### src/rtl/fetch_sequencer_if.sv
// rtl/fetch_sequencer_if.sv - memory read port and instruction issue port of the fetch sequencer
interface fetch_sequencer_if #(
    parameter int ADDR_W = 16,
    parameter int DATA_W = 8
);
    logic                mem_rd;
    logic [ADDR_W-1:0]   mem_addr;
    logic                mem_ready;
    logic [DATA_W-1:0]   mem_rdata;
    logic                sync;
    logic [DATA_W-1:0]   opcode;
    logic [1:0]          op_len;
    logic                instr_valid;
    logic                instr_ready;
    logic [2*DATA_W-1:0] operand;
    logic [1:0]          instr_len;
    logic [ADDR_W-1:0]   instr_pc;
    logic                len_err;
    logic                redirect;
    logic [ADDR_W-1:0]   redirect_pc;

    modport master (
        output mem_rd, mem_addr, sync, opcode, instr_valid, operand, instr_len, instr_pc, len_err,
        input  mem_ready, mem_rdata, op_len, instr_ready, redirect, redirect_pc
    );

    modport slave (
        input  mem_rd, mem_addr, sync, opcode, instr_valid, operand, instr_len, instr_pc, len_err,
        output mem_ready, mem_rdata, op_len, instr_ready, redirect, redirect_pc
    );
endinterface

### src/rtl/fetch_sequencer.sv
// rtl/fetch_sequencer.sv - reset-vector load, opcode/operand fetch and instruction issue sequencer
module fetch_sequencer #(
    parameter int                ADDR_W       = 16,
    parameter int                DATA_W       = 8,
    parameter logic [ADDR_W-1:0] RESET_VECTOR = ADDR_W'(16'hFFFC)
) (
    input  logic              clk,
    input  logic              reset,
    fetch_sequencer_if.master bus
);
    localparam logic [ADDR_W-1:0] VEC_HI_ADDR = RESET_VECTOR + ADDR_W'(1);

    typedef enum logic [2:0] {
        S_RST, S_VEC_LO, S_VEC_HI, S_FETCH_OP, S_DECODE, S_OPND1, S_OPND2, S_ISSUE
    } state_t;

    state_t            state;
    state_t            state_next;
    logic [ADDR_W-1:0] pc;
    logic              xfer;
    logic              take_redirect;

    assign xfer          = bus.mem_rd && bus.mem_ready;
    assign take_redirect = bus.redirect &&
                           (state inside {S_FETCH_OP, S_DECODE, S_OPND1, S_OPND2, S_ISSUE});

    always_ff @(posedge clk or posedge reset) begin
        if (reset) state <= S_RST;
        else       state <= state_next;
    end

    // Outputs depend on state and registers only; inputs steer next state alone.
    always_comb begin
        state_next      = state;
        bus.mem_rd      = 1'b0;
        bus.mem_addr    = pc;
        bus.sync        = 1'b0;
        bus.instr_valid = 1'b0;
        case (state)
            S_RST:    state_next = S_VEC_LO;
            S_VEC_LO: begin
                bus.mem_rd   = 1'b1;
                bus.mem_addr = RESET_VECTOR;
                if (bus.mem_ready) state_next = S_VEC_HI;
            end
            S_VEC_HI: begin
                bus.mem_rd   = 1'b1;
                bus.mem_addr = VEC_HI_ADDR;
                if (bus.mem_ready) state_next = S_FETCH_OP;
            end
            S_FETCH_OP: begin
                bus.mem_rd = 1'b1;
                bus.sync   = 1'b1;
                if (bus.mem_ready) state_next = S_DECODE;
            end
            S_DECODE: begin
                if (bus.op_len == 2'd1 || bus.op_len == 2'd2) state_next = S_OPND1;
                else                                          state_next = S_ISSUE;
            end
            S_OPND1: begin
                bus.mem_rd = 1'b1;
                if (bus.mem_ready) state_next = (bus.instr_len == 2'd2) ? S_OPND2 : S_ISSUE;
            end
            S_OPND2: begin
                bus.mem_rd = 1'b1;
                if (bus.mem_ready) state_next = S_ISSUE;
            end
            S_ISSUE: begin
                bus.instr_valid = 1'b1;
                if (bus.instr_ready) state_next = S_FETCH_OP;
            end
            default: state_next = S_RST;
        endcase
        if (take_redirect) state_next = S_FETCH_OP;
    end

    always_ff @(posedge clk or posedge reset) begin
        if (reset) begin
            pc            <= RESET_VECTOR;
            bus.opcode    <= '0;
            bus.operand   <= '0;
            bus.instr_len <= 2'd0;
            bus.instr_pc  <= '0;
            bus.len_err   <= 1'b0;
        end else begin
            bus.len_err <= 1'b0;
            if (take_redirect) begin
                // A redirect wins over any same-cycle transfer; that byte is dropped.
                pc <= bus.redirect_pc;
            end else begin
                case (state)
                    S_VEC_LO: if (xfer) pc <= ADDR_W'(bus.mem_rdata[7:0]);
                    S_VEC_HI: if (xfer) pc <= ADDR_W'({bus.mem_rdata[7:0], pc[7:0]});
                    S_FETCH_OP: if (xfer) begin
                        bus.opcode    <= bus.mem_rdata;
                        bus.instr_pc  <= pc;
                        bus.operand   <= '0;
                        bus.instr_len <= 2'd0;
                        pc            <= pc + ADDR_W'(1);
                    end
                    S_DECODE: begin
                        bus.instr_len <= (bus.op_len == 2'd3) ? 2'd0 : bus.op_len;
                        bus.len_err   <= (bus.op_len == 2'd3);
                    end
                    S_OPND1: if (xfer) begin
                        bus.operand[DATA_W-1:0] <= bus.mem_rdata;
                        pc                      <= pc + ADDR_W'(1);
                    end
                    S_OPND2: if (xfer) begin
                        bus.operand[2*DATA_W-1:DATA_W] <= bus.mem_rdata;
                        pc                             <= pc + ADDR_W'(1);
                    end
                    default: ;
                endcase
            end
        end
    end
endmodule

### src/flat_wrapper.sv
// flat-port wrapper written by rule: the top's interface ports become plain ports
module fetch_sequencer_flat 
#(
    parameter int                ADDR_W       = 16,
    parameter int                DATA_W       = 8,
    parameter logic [ADDR_W-1:0] RESET_VECTOR = ADDR_W'(16'hFFFC)
)
  (clk, reset, bus_mem_rd, bus_mem_addr, bus_sync, bus_opcode, bus_instr_valid, bus_operand, bus_instr_len, bus_instr_pc, bus_len_err, bus_mem_ready, bus_mem_rdata, bus_op_len, bus_instr_ready, bus_redirect, bus_redirect_pc);
  fetch_sequencer_if #(.ADDR_W(ADDR_W), .DATA_W(DATA_W)) bus_i ();
  input  logic clk;
  input  logic reset;
  output wire logic [$bits(bus_i.mem_rd)-1:0] bus_mem_rd;
  output wire logic [$bits(bus_i.mem_addr)-1:0] bus_mem_addr;
  output wire logic [$bits(bus_i.sync)-1:0] bus_sync;
  output wire logic [$bits(bus_i.opcode)-1:0] bus_opcode;
  output wire logic [$bits(bus_i.instr_valid)-1:0] bus_instr_valid;
  output wire logic [$bits(bus_i.operand)-1:0] bus_operand;
  output wire logic [$bits(bus_i.instr_len)-1:0] bus_instr_len;
  output wire logic [$bits(bus_i.instr_pc)-1:0] bus_instr_pc;
  output wire logic [$bits(bus_i.len_err)-1:0] bus_len_err;
  input wire logic [$bits(bus_i.mem_ready)-1:0] bus_mem_ready;
  input wire logic [$bits(bus_i.mem_rdata)-1:0] bus_mem_rdata;
  input wire logic [$bits(bus_i.op_len)-1:0] bus_op_len;
  input wire logic [$bits(bus_i.instr_ready)-1:0] bus_instr_ready;
  input wire logic [$bits(bus_i.redirect)-1:0] bus_redirect;
  input wire logic [$bits(bus_i.redirect_pc)-1:0] bus_redirect_pc;
  assign bus_mem_rd = bus_i.mem_rd;
  assign bus_mem_addr = bus_i.mem_addr;
  assign bus_sync = bus_i.sync;
  assign bus_opcode = bus_i.opcode;
  assign bus_instr_valid = bus_i.instr_valid;
  assign bus_operand = bus_i.operand;
  assign bus_instr_len = bus_i.instr_len;
  assign bus_instr_pc = bus_i.instr_pc;
  assign bus_len_err = bus_i.len_err;
  assign bus_i.mem_ready = bus_mem_ready;
  assign bus_i.mem_rdata = bus_mem_rdata;
  assign bus_i.op_len = bus_op_len;
  assign bus_i.instr_ready = bus_instr_ready;
  assign bus_i.redirect = bus_redirect;
  assign bus_i.redirect_pc = bus_redirect_pc;
  fetch_sequencer #(.ADDR_W(ADDR_W), .DATA_W(DATA_W), .RESET_VECTOR(RESET_VECTOR)) u_core (.clk(clk), .reset(reset), .bus(bus_i));
endmodule
### config.mk
export PLATFORM = sky130hd
export DESIGN_NAME = fetch_sequencer_flat
export DESIGN_NICKNAME = d
export VERILOG_FILES = /design/src/rtl/fetch_sequencer_if.sv /design/src/rtl/fetch_sequencer.sv /design/src/flat_wrapper.sv
export SDC_FILE = /design/constraint.sdc
export NUM_CORES = 1
export LEC_CHECK = 0
export CAP_MARGIN = 5
export CORE_MARGIN = 2
export CORE_UTILIZATION = 53
export CTS_CLUSTER_DIAMETER = 40
export DETAILED_ROUTE_END_ITERATION = 8
export GPL_ROUTABILITY_DRIVEN = 0
export PLACE_DENSITY_LB_ADDON = 0.25
export SYNTH_ARGS = -nofsm -noshare
export SYNTH_HDL_FRONTEND = slang
export SYNTH_SLANG_ARGS = --single-unit
### constraint.sdc
create_clock -name clk -period 3.75 [get_ports clk]
set_input_delay 0.375 -clock clk [delete_from_list [all_inputs] [get_ports clk]]
set_output_delay 0.375 -clock clk [all_outputs]
set_load 0.01 [all_outputs]
Word level (Yosys, flattened, before mapping):

Index checks and enable logic that the tools add are counted.

* add/subtract/negate cells: 1
* equality and inequality tests: 24
* mux-type cells: 28
* bitwise operators: 1
* reduce and logical (&&, ||, !) cells: 19

Operator list (count)
* $mux W16: 5
* $pmux W16 S3: 1
* $pmux W16 S2: 1
* $pmux W8 S2: 2
* $pmux W3 S8: 1
* $mux W3: 7
* $ne A3 B2 Y1 const B: 6
* $add A16 B1 Y16 const B: 1
* $reduce_and A4 Y1: 4
* $eq A3 B3 Y1 const B: 4
* $ne A3 B1 Y1 const B: 3
* $mux W8: 1
* $ne A2 B1 Y1 const B: 4
* $eq A2 B2 Y1 const B: 3
* $eq A3 B2 Y1 const B: 2
* $mux W1: 6
* $mux W2: 3
* $reduce_and A3 Y1: 2
* $reduce_and A6 Y1: 1
* $reduce_bool A2 Y1: 3
* $reduce_bool A5 Y1: 1
* $reduce_or A5 Y1: 1
* $pmux W2 S2: 1
* $reduce_bool A4 Y1: 1
* other kinds (8): 9

* register bits: 62
* input bits: 31
* output and inout bits: 62
* logic and storage cells: 82

Longest topological paths before layout:

* depth in word-level cells: 7
* gate-level depth with buffers: 8
* mapped depth without buffers: 6

Worst setup path after synthesis:

OpenSTA, ideal clock, no wires.

* path kind: register to output
* from: reg u_core.state[0]
* to: out bus_mem_addr[12]
* arrival: 1452 ps
* required time: 3375 ps
* path slack: 1923 ps
* cell stages (with the launch flop): 7
* buffers on the path: 3
* cells stage by stage: dfrtp_1 -> buf_2 -> buf_2 -> xnor2_1 -> nor2_1 -> clkbuf_1 -> or2_2

* cells in the longest elaborated chain, start to end: 2
* elaborated cells between the ends (all ways): 3
* those cells by class: eq/ne: 2; mux: 1

Ends and longest elaborated chain
* start, declared: RTL line fetch_sequencer.sv:17 `state_t state;`
* start signal, assigned: RTL line fetch_sequencer.sv:29 `else state <= state_next;`
* $eq A3 B2 Y1 / $eq A3 B1 Y1 (equally long branches): RTL line fetch_sequencer.sv:39 `case (state)`
* $pmux W16 S2 *: RTL line fetch_sequencer.sv:39
* end, declared: RTL line flat_wrapper.sv:13 `output wire logic [$bits(bus_i.mem_addr)-1:0] bus_mem_addr;`

Every way passes the cells marked *; elsewhere a longest branch is shown, timed or not.

Final worst setup path:

* from: reg u_core.state[2]
* to: out bus_mem_addr[8]

The elaborated chain is that of the path after synthesis.

==> flow_metrics.py <==
metrics = {
    "yosys": {
        "yosys_warnings": 0,
        "async_flop_share_pct": 100,
        "synth.area.top_cells": "dfrtp_1, dfstp_2, a22o_1, mux2_2, o21ai_0",
        "yosysMostFrequentCell": "dfrtp_1",
        "syn_nets": 420,
        "ys_types": 67,
        "synthCells": 385,
        "synth_common_cells": "dfrtp_1, nand2_1, o21ai_0",
        "synth_edf_count": 0,
        "synth.avg_cell_area_um2": 9.54,
        "synth_area_um2": 3670,
        "yosysTopAreaCell": "dfrtp_1",
        "ys_ff_latch": 62,
        "synth_ff_type": "dfrtp_1",
        "ys_seq_area_share_pct": 42.7,
        "synth_top_area_share_pct": 32.7,
    },
    "clock_network": {
        "clk_pin_slew_worst_paths_ns": 0.07,
        "post-cts-setup-buffers": 0,
        "clkLatencyLatePin_ns": 0.36,
        "clock_path_buffers": 2,
        "ctsResizeCount": 0,
        "cts.sinks": 62,
        "cts_tree": "done",
        "cts_buffers": 9,
        "root_buffer": "clkbuf_8",
        "cts_hold_buf": 0,
        "htreeDepth": 3,
    },
    "pwr": {
        "switching_share_pct": 39.4,
        "ir_drop_mv": 0.436,
        "p_per_area_nw_per_um2": 861,
        "p_sw_mw": 1.65,
        "clkPwrFrac_pct": 16.3,
        "combPwrFrac_pct": 53.0,
        "pwr-share-seq_pct": 30.6,
        "p_int_mw": 2.53,
        "cellLeakagePower_nw": 1.98,
    },
    "hold_path": {
        "min_path_cells": 2,
        "hold_path.class": "reg -> reg",
    },
    "setup_path": {
        "r2r-start": "u_core.state[1]",
        "start_kind": "flop",
        "crit_start": "u_core.state[2]",
        "reg2reg_slack_ns": 1.29,
        "end_kind": "output port",
        "r2r_cells": 6,
        "crit_required_ns": 3.38,
        "arrival_ns": 2.51,
        "crit_type": "reg -> out",
        "rr_endpoint": "u_core.pc[7]",
        "crit_path_end": "bus_mem_addr[8]",
        "critPathMaxFanout": 24,
    },
    "die": {
        "initial_core_util_pct": 54.3,
        "die_h_um": 87.2,
        "placementRows": 30,
        "io_pins": 93,
        "core_area_um2": 6760,
        "die-width_um": 87.2,
        "dieArea_um2": 7610,
    },
    "global_route": {
        "grt_use_total_pct": 28.7,
        "antenna_found_initial": 0,
        "grt_pass1_vias": 3349,
        "grt_pass1_wl_mm": 16.7,
        "grt_overflow": 0,
        "grt_max_degree": 50,
    },
    "sta": {
        "period_minus_slack_ns": 2.89,
        "skew_ns": 0.00765,
        "slew_headroom_pct": 33.8,
        "timing.fmax_mhz": 346,
        "finalSetupTns_ns": 0,
        "hold_viol": 0,
        "finalCritPeriodShare_pct": 77.0,
        "setup_viol": 0,
        "slew_viol_final": 0,
        "rsz0062_at_grt": "no",
        "tightestPinTransition_ns": 0.992,
    },
    "final_layout": {
        "area_growth_pct": 32.2,
        "final_util_pct": 71.8,
        "multi_input_area_um2": 1910,
        "final.fill_count": 500,
        "regArea_um2": 1570,
        "fin_nets": 504,
        "stdcell_count": 554,
        "drive_gt1_share_pct": 17.3,
        "diodes": 0,
    },
    "job": {
        "maxCapViolations": 0,
    },
    "placement": {
        "place.detailed.hpwl_mm": 7.01,
        "placed_cells": 538,
        "port_buffers": 92,
    },
    "drt": {
        "vias": 3481,
        "drc": 0,
        "drtAntennaViolNets": 0,
        "dr.first_iter.drc_count": 335,
        "viasPerCell": 6.28,
        "wl_per_cell_um": 18.5,
        "wl_mm": 10.3,
        "first_pass_iters": 5,
    },
    "status": {
        "status": "finished clean",
    },
}
==> worst max-delay path: stages, from the launching register on <==
cell             delay (ns)
dfrtp_1                0.65
nor2_1                 0.74
or2_2                  0.24
clkdlybuf4s50_1        0.53
==> area by class of cell <==
class | count | area share [%]
inverters | 18 | 1.39
repair buffers | 99 | 20.1
multi-input cells | 279 | 39.4
flip-flops and latches | 62 | 32.3
clock inverters | 5 | 1.68
clock buffers | 11 | 3.12
well taps | 80 | 2.06
==> registers in the layout (all words and copies together), names as in the netlist <==
register / flops
u_core.bus.opcode: 8
u_core.bus.len_err: 1
u_core.bus.operand: 16
u_core.pc: 16
u_core.bus.instr_len: 2
u_core.state: 3
u_core.bus.instr_pc: 16
==> layout by cell type (no fill, tap or decap), drive strengths merged, types with 3 or more instances in the layout <==
cell type / count
a311oi: 4
o2bb2ai: 3
xnor2: 3
a211oi: 3
dfrtp: 48
mux2: 19
and2: 4
a221oi: 5
nand2b: 3
o31a: 4
nor2: 24
inv: 18
buf: 7
clkbuf: 11
nand2: 33
nor3: 5
nor4: 3
nor2b: 7
a31oi: 3
or2: 11
o31ai: 3
nand4: 4
a22o: 22
o22ai: 9
o21ai: 39
xor2: 5
clkdlybuf4s50: 92
nand3: 8
a21oi: 25
dfstp: 14
a32o: 3
ha: 4
==> kinds of logic after synthesis <==
| logic type | count (synthesis) | share of synthesized area (%) |
|---|---|---|
| AOI/OAI and AO/OA | 136 | 25.4 |
| and+or+nand+nor | 110 | 16.7 |
| DFF | 62 | 42.7 |
| buffers and inverters | 44 | 5.25 |
| muxes | 21 | 6.48 |
| xor gates and xnor gates | 8 | 2.11 |
| adders and majority gates | 4 | 1.36 |
==> metrics by stage <==
| step | power (mW) | hold WS (ns) | instance area (um^2) | setup WS [ns] |
|---|---|---|---|---|
| floorplan | 2.52 | 0.486 | 3670 | 1.86 |
| global placement | 3.41 | 0.461 | 4620 | 1.16 |
| detailed placement | 3.46 | 0.478 | 4620 | 1.11 |
| CTS | 4.16 | 0.493 | 4850 | 0.899 |
| global route | 4.44 | 0.502 | 4850 | 0.708 |
| finish | 4.18 | 0.487 | 4850 | 0.862 |
==> power groups by stage <==
stage	Combinational, mW	Sequential (mW)	Clock [mW]
finish	2.22	1.28	0.682
global route	2.41	1.31	0.719
CTS	2.20	1.27	0.691
detailed placement	2.18	1.28	0
global placement	2.14	1.27	0
floorplan	1.24	1.27	0
==> worst min-delay path by stage <==
stage	end	slack, ns	startpoint
finish	u_core.bus.instr_pc[11]	0.49	u_core.bus.instr_pc[11]
global route	u_core.bus.opcode[3]	0.50	u_core.bus.opcode[3]
CTS	u_core.bus.opcode[1]	0.49	u_core.bus.opcode[1]
detailed placement	u_core.bus.instr_pc[15]	0.48	u_core.bus.instr_pc[15]
global placement	u_core.bus.opcode[1]	0.46	u_core.bus.opcode[1]
floorplan	u_core.state[2]	0.49	bus_instr_ready
==> metal layers <==
| layer | wire length (um) | vias to the layer above | GRT usage, % | part of all wire [%] |
|---|---|---|---|---|
| li1 | - | 1587 | - | - |
| met1 | 4520 | 1658 | 41.1 | 44 |
| met2 | 4460 | 202 | 39.8 | 43 |
| met5 | 0 | - | 0 | 0 |
| met3 | 920 | 34 | 7.39 | 9.0 |
| met4 | 357 | 0 | 15.7 | 3.5 |
Note: power is estimated with default switching activity, not from simulation.
==> patch 1: new RTL, same flow settings <==
`ADDR_W` is set to 16 in 3 places; all go to 14.
--- a/src/rtl/fetch_sequencer_if.sv
+++ b/src/rtl/fetch_sequencer_if.sv
@@ -2,3 +2,3 @@
 interface fetch_sequencer_if #(
-    parameter int ADDR_W = 16,
+    parameter int ADDR_W = 14,
     parameter int DATA_W = 8
--- a/src/rtl/fetch_sequencer.sv
+++ b/src/rtl/fetch_sequencer.sv
@@ -2,3 +2,3 @@
 module fetch_sequencer #(
-    parameter int                ADDR_W       = 16,
+    parameter int                ADDR_W       = 14,
     parameter int                DATA_W       = 8,
--- a/src/flat_wrapper.sv
+++ b/src/flat_wrapper.sv
@@ -3,3 +3,3 @@
 #(
-    parameter int                ADDR_W       = 16,
+    parameter int                ADDR_W       = 14,
     parameter int                DATA_W       = 8,
Interface: changed (resized bus_instr_pc, bus_mem_addr and bus_redirect_pc); port bits go from 93 to 87. The function was not compared with the original's and may differ.
==> patch 1 against the unedited design <==
Count of clock-buffer cells in the layout is the same. Sequential share of layout area rose by 0.98 points. Non-clock buffer count fell by 6. Highest routed layer unchanged. First-iteration DRC count shrank 12%. Routed wire length down 13%. Combinational power fell by 8%. Sequential cell count is 4 lower. Clock skew is 0.00065 ns higher. Design area is 9.3% lower. Via count down 13%. Worst setup slack improved by 0.13 ns. Synthesized area is 9.1% lower. Fmax up 4.7%. Total power down 11%.
==> patch 1: results (changes against the unedited design) <==
async_flop_share_pct: 100  # unchanged
synth_most_common_cell: "dfrtp_1"  # unchanged
fin_skew_ns: 0.00830  # was 0.00765 ns
insertedDiodeCount: 0  # unchanged
fillers: 459  # was 500
clkLatencyLatePin_ns: 0.34  # was 0.36 ns
drtPass1Iterations: 5  # unchanged
io_buffers: 86  # was 92
arrival_ns: 2.38  # was 2.51 ns
critPathMaxFanout: 10  # was 24
ir_worst_vdd_mv: 0.569  # was 0.436 mV
yosysSeqAreaShare_pct: 43.9  # was 42.7%
grtUsageTotal_pct: 27.0  # was 28.7%
dp.cells: 473  # was 538
cts-buffers-inserted: 9  # unchanged
synth_area_per_cell_um2: 10.1  # was 9.54 um2
slowest_delay_ns: 0.52  # was 0.74 ns
drtIter0Drc: 294  # was 335
dp_hpwl_um: 6300  # was 7010 um
ys_dominant_reg_cell: "dfrtp_1"  # unchanged
critPathSlowestCell: "xnor2_1"  # was nor2_1
slew_headroom_pct: 44.8  # was 33.8%
worst_hold_path_type: "input pin to asynchronous set/reset pin"  # was register to register
clkTransAtPathRegs_ns: 0.07  # about the same
synthesis.nets: 362  # was 420
synthDistinctLibCells: 64  # was 67
synth_xor_area_share_pct: 2.10  # was 2.11%
reg_top3: "u_core.bus.operand: 16 flops, u_core.bus.instr_pc: 14 flops, u_core.pc: 14 flops"  # was u_core.bus.instr_pc: 16 flops, u_core.bus.operand: 16 flops, u_core.pc: 16 flops
clockBufferDepth: 2  # unchanged
place_area_um2: 4230  # was 4620 um2
status: "completed"  # unchanged
postCtsSetupBuffers: 0  # unchanged
synth_area_leaders: "dfrtp_1 34%, dfstp_2 9.4%, a22o_1 4.7%, mux2_1 4.7%, mux2_2 3.0%"  # was dfrtp_1 33%, dfstp_2 10%, a22o_1 5.0%, mux2_2 4.6%, o21ai_0 4.4%
htree_num_levels: 3  # unchanged
regToRegSetupSlack_ns: 1.27  # was 1.29 ns
ys_top_cells_by_count: "46 x dfrtp_1, 20 x o21ai_0, 18 x a22o_1"  # was 48 x dfrtp_1, 33 x nand2_1, 32 x o21ai_0
num-nets-final: 442  # was 504
grt_pass1_wl_um: 15100  # was 16700 um
ctsResizeCount: 0  # unchanged
wl_um: 8980  # was 10300 um
root_buffer: "clkbuf_8"  # unchanged
p_leak_nw: 1.80  # was 1.98 nW
synth_compound_area_share_pct: 24.0  # was 25.4%
ys_warn_count: 0  # unchanged
grt_max_degree: 41  # was 50
viasPerCell: 6.20  # was 6.28
synthMuxAreaShare_pct: 8.51  # was 6.48%
grt.overflow.total: 0  # unchanged
drive_gt1_share_pct: 15.7  # was 17.3%
synthAdderAreaFrac_pct: 1.50  # was 1.36%
num_vias: 3032  # was 3481
patch 1: cell count changes after synthesis, sizes merged, moves of 5 or more:
cell | unedited run | this run
inv | 18 | 11
mux2 | 19 | 24
o21ai | 39 | 28
nand2 | 33 | 18
buf | 20 | 13
a21oi | 25 | 16
nor2 | 24 | 12
clkbuf | 6 | 11
patch 1: worst max-delay path: cells and delay by family (launching register included):
kind / cells / cell delay (ns)
xor gates and xnor gates: 1 / 0.52
buffers and inverters: 1 / 0.49
DFF: 1 / 0.39
and+or+nand+nor: 2 / 0.64
patch 1: power by group:
part	internal [mW]	switching [mW]
Combinational	1.05	0.981
Clock	0.254	0.258
Sequential	0.922	0.230
patch 1: cell type report:
| type | count | area share (%) |
|---|---|---|
| clock buffers | 11 | 3.21 |
| clock inverters | 5 | 0.682 |
| inverters | 11 | 0.938 |
| multi-input cells | 236 | 39.0 |
| flip-flops and latches | 58 | 33.3 |
| well taps | 75 | 2.13 |
| repair buffers | 93 | 20.8 |
patch 1: metrics by stage:
stage | hold WS (ns) | setup slack, ns | util, % | power (mW)
5_1_grt | 0.504 | 0.838 | 73.5 | 3.94
2_1_floorplan | 0.477 | 1.92 | - | 2.30
6_report | 0.452 | 0.991 | 73.5 | 3.70
4_1_cts | 0.470 | 0.908 | 73.5 | 3.70
3_3_place_gp | 0.468 | 1.28 | 70.6 | 3.12
3_5_place_dp | 0.478 | 1.24 | 70.6 | 3.17
patch 1: worst paths after layout:
path,endpoint,depth (start not counted),start
setup / recovery,bus_mem_addr[3],4,u_core.state[0]
hold / removal,u_core.bus.instr_pc[8],2,reset
setup reg to reg,u_core.pc[3],6,u_core.state[2]
hold reg to reg,u_core.bus.instr_pc[0],1,u_core.bus.instr_pc[0]
max in group asynchronous,u_core.pc[0],3,reset
min in group clk,u_core.bus.instr_pc[0],1,u_core.bus.instr_pc[0]
patch 1: metal layers:
metal,GRT usage (%),vias to the layer above,routed length [um]
met2,41.9,138,4210
met3,5.17,17,565
li1,-,1400,-
met5,0,-,0
met4,11.9,0,207
met1,37.0,1477,4000
patch 1: cell families after synthesis:
family / after synthesis
DFF: 58
adders and majority gates: 4
muxes: 25
AOI/OAI and AO/OA: 109
and+or+nand+nor: 90
buffers and inverters: 35
xor gates and xnor gates: 8
==> patch 2: new RTL, same flow settings <==
Without the edit above. Make the reset (`reset`) synchronous in 2 clocked blocks.
--- a/src/rtl/fetch_sequencer.sv
+++ b/src/rtl/fetch_sequencer.sv
@@ -26,3 +26,3 @@
 
-    always_ff @(posedge clk or posedge reset) begin
+    always_ff @(posedge clk) begin
         if (reset) state <= S_RST;
@@ -76,3 +76,3 @@
 
-    always_ff @(posedge clk or posedge reset) begin
+    always_ff @(posedge clk) begin
         if (reset) begin
Function: differs if reset is asserted again (counterexample within 4 cycles, from zero or initial values and one cycle with reset high); with reset held inactive, the same outputs for 4 cycles.
==> patch 2 against the unedited design <==
Routed wire length is 0.55% lower. Worst setup slack worse by 0.016 ns. Critical path type unchanged. Critical endpoint is now bus_mem_addr[13]. Synthesized area shrank 8.0%. Design area decreased by 8.1%. Sequential cell count unchanged.
Power is not compared: it rests on default switching activity, and its combinational part moved more than twofold at a synthesized area within 25%.
==> patch 2: results (changes against the unedited design) <==
criticalPathCategory: "register to output pin"  # unchanged
critPathTopFamily: "simple AND/OR/NAND/NOR gates"  # unchanged
synthDistinctLibCells: 58  # was 67
fin_skew_ns: 0.00687  # was 0.00765 ns
drive_gt1_share_pct: 8.32  # was 17.3%
reg_top3: "u_core.bus.instr_pc: 16 flops, u_core.bus.operand: 16 flops, u_core.pc: 16 flops"  # unchanged
period_needed_ns: 2.90  # was 2.89 ns
worst_hold_path_type: "register to register"  # unchanged
ys_dominant_reg_cell: "dfxtp_1"  # was dfrtp_1
htree_num_levels: 3  # unchanged
regToRegEndpoint: "u_core.pc[1]"  # was u_core.pc[7]
pre_cts_ws_ns: 1.05  # was 1.11 ns
dp.cells: 578  # was 538
status: "completed"  # unchanged
async_flop_share_pct: 0  # was 100%
grt.overflow.total: 0  # unchanged
dp_hpwl_um: 7050  # was 7010 um
viasPerCell: 6.35  # was 6.28
clkTransAtPathRegs_ns: 0.07  # about the same
netlist.top_cell.by_area: "dfxtp_1"  # was dfrtp_1
grt_pass1_vias: 3431  # was 3349
worstMarginPinSlew_ns: 0.835  # was 0.992 ns
seqCellArea_um2: 1240  # was 1570 um2
ys_top_cells_by_count: "69 x nand2_1, 62 x dfxtp_1, 41 x nor2_1"  # was 48 x dfrtp_1, 33 x nand2_1, 32 x o21ai_0
ir_worst_vdd_mv: 0.309
grtUsageTotal_pct: 29.2  # was 28.7%
place_area_um2: 4290  # was 4620 um2
netlist_instances: 438  # was 385
insertedDiodeCount: 0  # unchanged
num_vias: 3770  # was 3481
cts-buffers-inserted: 9  # unchanged
wl_per_cell_um: 17.2  # was 18.5 um
grtUsageMet2_pct: 44.0  # was 39.8%
regToRegSetupSlack_ns: 1.03  # was 1.29 ns
num-nets-final: 547  # was 504
grt_antenna_before_repair: 0  # unchanged
yosysSeqAreaShare_pct: 36.7  # was 42.7%
ys_warn_count: 0  # unchanged
clkLatencyLatePin_ns: 0.34  # was 0.36 ns
drtIter0Drc: 521  # was 335
critPathSlowestCell: "dfxtp_1"  # was nor2_1
grt_pass1_wl_um: 16600  # was 16700 um
fillers: 508  # was 500
slowest_delay_ns: 0.65  # was 0.74 ns
crit_end: "bus_mem_addr[13]"  # was bus_mem_addr[8]
drtPass1Iterations: 6  # was 5
arrival_ns: 2.53  # was 2.51 ns
synthesis.nets: 473  # was 420
postCtsSetupBuffers: 0  # unchanged
grtUsageMet1_pct: 39.8  # was 41.1%
grt_busiest_layer: "met2"  # was met1
grt.met3_usage_pct: 6.73  # was 7.39%
clockBufferDepth: 2  # unchanged
grt_max_degree: 40  # was 50
synth_area_leaders: "dfxtp_1 37%, nand2_1 7.7%, a21oi_1 4.7%, nor2_1 4.6%, a22oi_1 3.8%"  # was dfrtp_1 33%, dfstp_2 10%, a22o_1 5.0%, mux2_2 4.6%, o21ai_0 4.4%
critPathMaxFanout: 14  # was 24
r2r_start: "u_core.state[1]"  # unchanged
==> patch 2: changes by cell type after synthesis, moves of 17 or more <==
cell	delta
clkbuf_1	+17
nand2_1	+36
nor2_1	+18
dfrtp_1	-48
a22o_1	-18
dfxtp_1	+62
==> patch 2: final cells by class <==
| cell class | count | share of cell area, % |
|---|---|---|
| inverters | 10 | 0.842 |
| repair buffers | 102 | 22.2 |
| flip-flops and latches | 62 | 27.8 |
| multi-input cells | 327 | 43.2 |
| well taps | 77 | 2.16 |
| clock buffers | 12 | 3.25 |
| clock inverters | 4 | 0.505 |
==> patch 2: cell families (layout without fill, tap and decap cells) <==
family	after synthesis	count (layout)	synth area share, %
multiplexers	2	2	0.741
adder cells (fa/ha/maj)	4	4	1.48
AO/OA/AOI/OAI	142	142	29.6
AND/OR/NAND/NOR	177	177	24.7
buffers and inverters	49	128	6.22
XOR/XNOR	2	2	0.519
flip-flops	62	62	36.7
==> patch 2: worst min-delay path by stage <==
stage	start	endpoint	slack, ns	cells after the start
after floorplan	u_core.pc[15]	u_core.bus.instr_pc[15]	0.45	2
after global placement	u_core.bus.instr_pc[12]	u_core.bus.instr_pc[12]	0.44	2
after detailed placement	u_core.bus.instr_pc[15]	u_core.bus.instr_pc[15]	0.45	2
after CTS	u_core.bus.instr_pc[15]	u_core.bus.instr_pc[15]	0.46	2
after global routing	u_core.bus.instr_pc[15]	u_core.bus.instr_pc[15]	0.47	2
final	u_core.bus.instr_pc[12]	u_core.bus.instr_pc[12]	0.45	2
==> patch 2: layer usage <==
metal	wire length (um)	part of all wire [%]
met1	4430	43
met4	239	2.3
met2	4560	45
met3	979	9.6
met5	0	0
==> patch 2: power breakdown <==
part	total [mW]	switching [mW]	internal, mW
clock network	0.525	0.270	0.255
registers	0.725	0.0421	0.683
logic	0.300	0.160	0.140
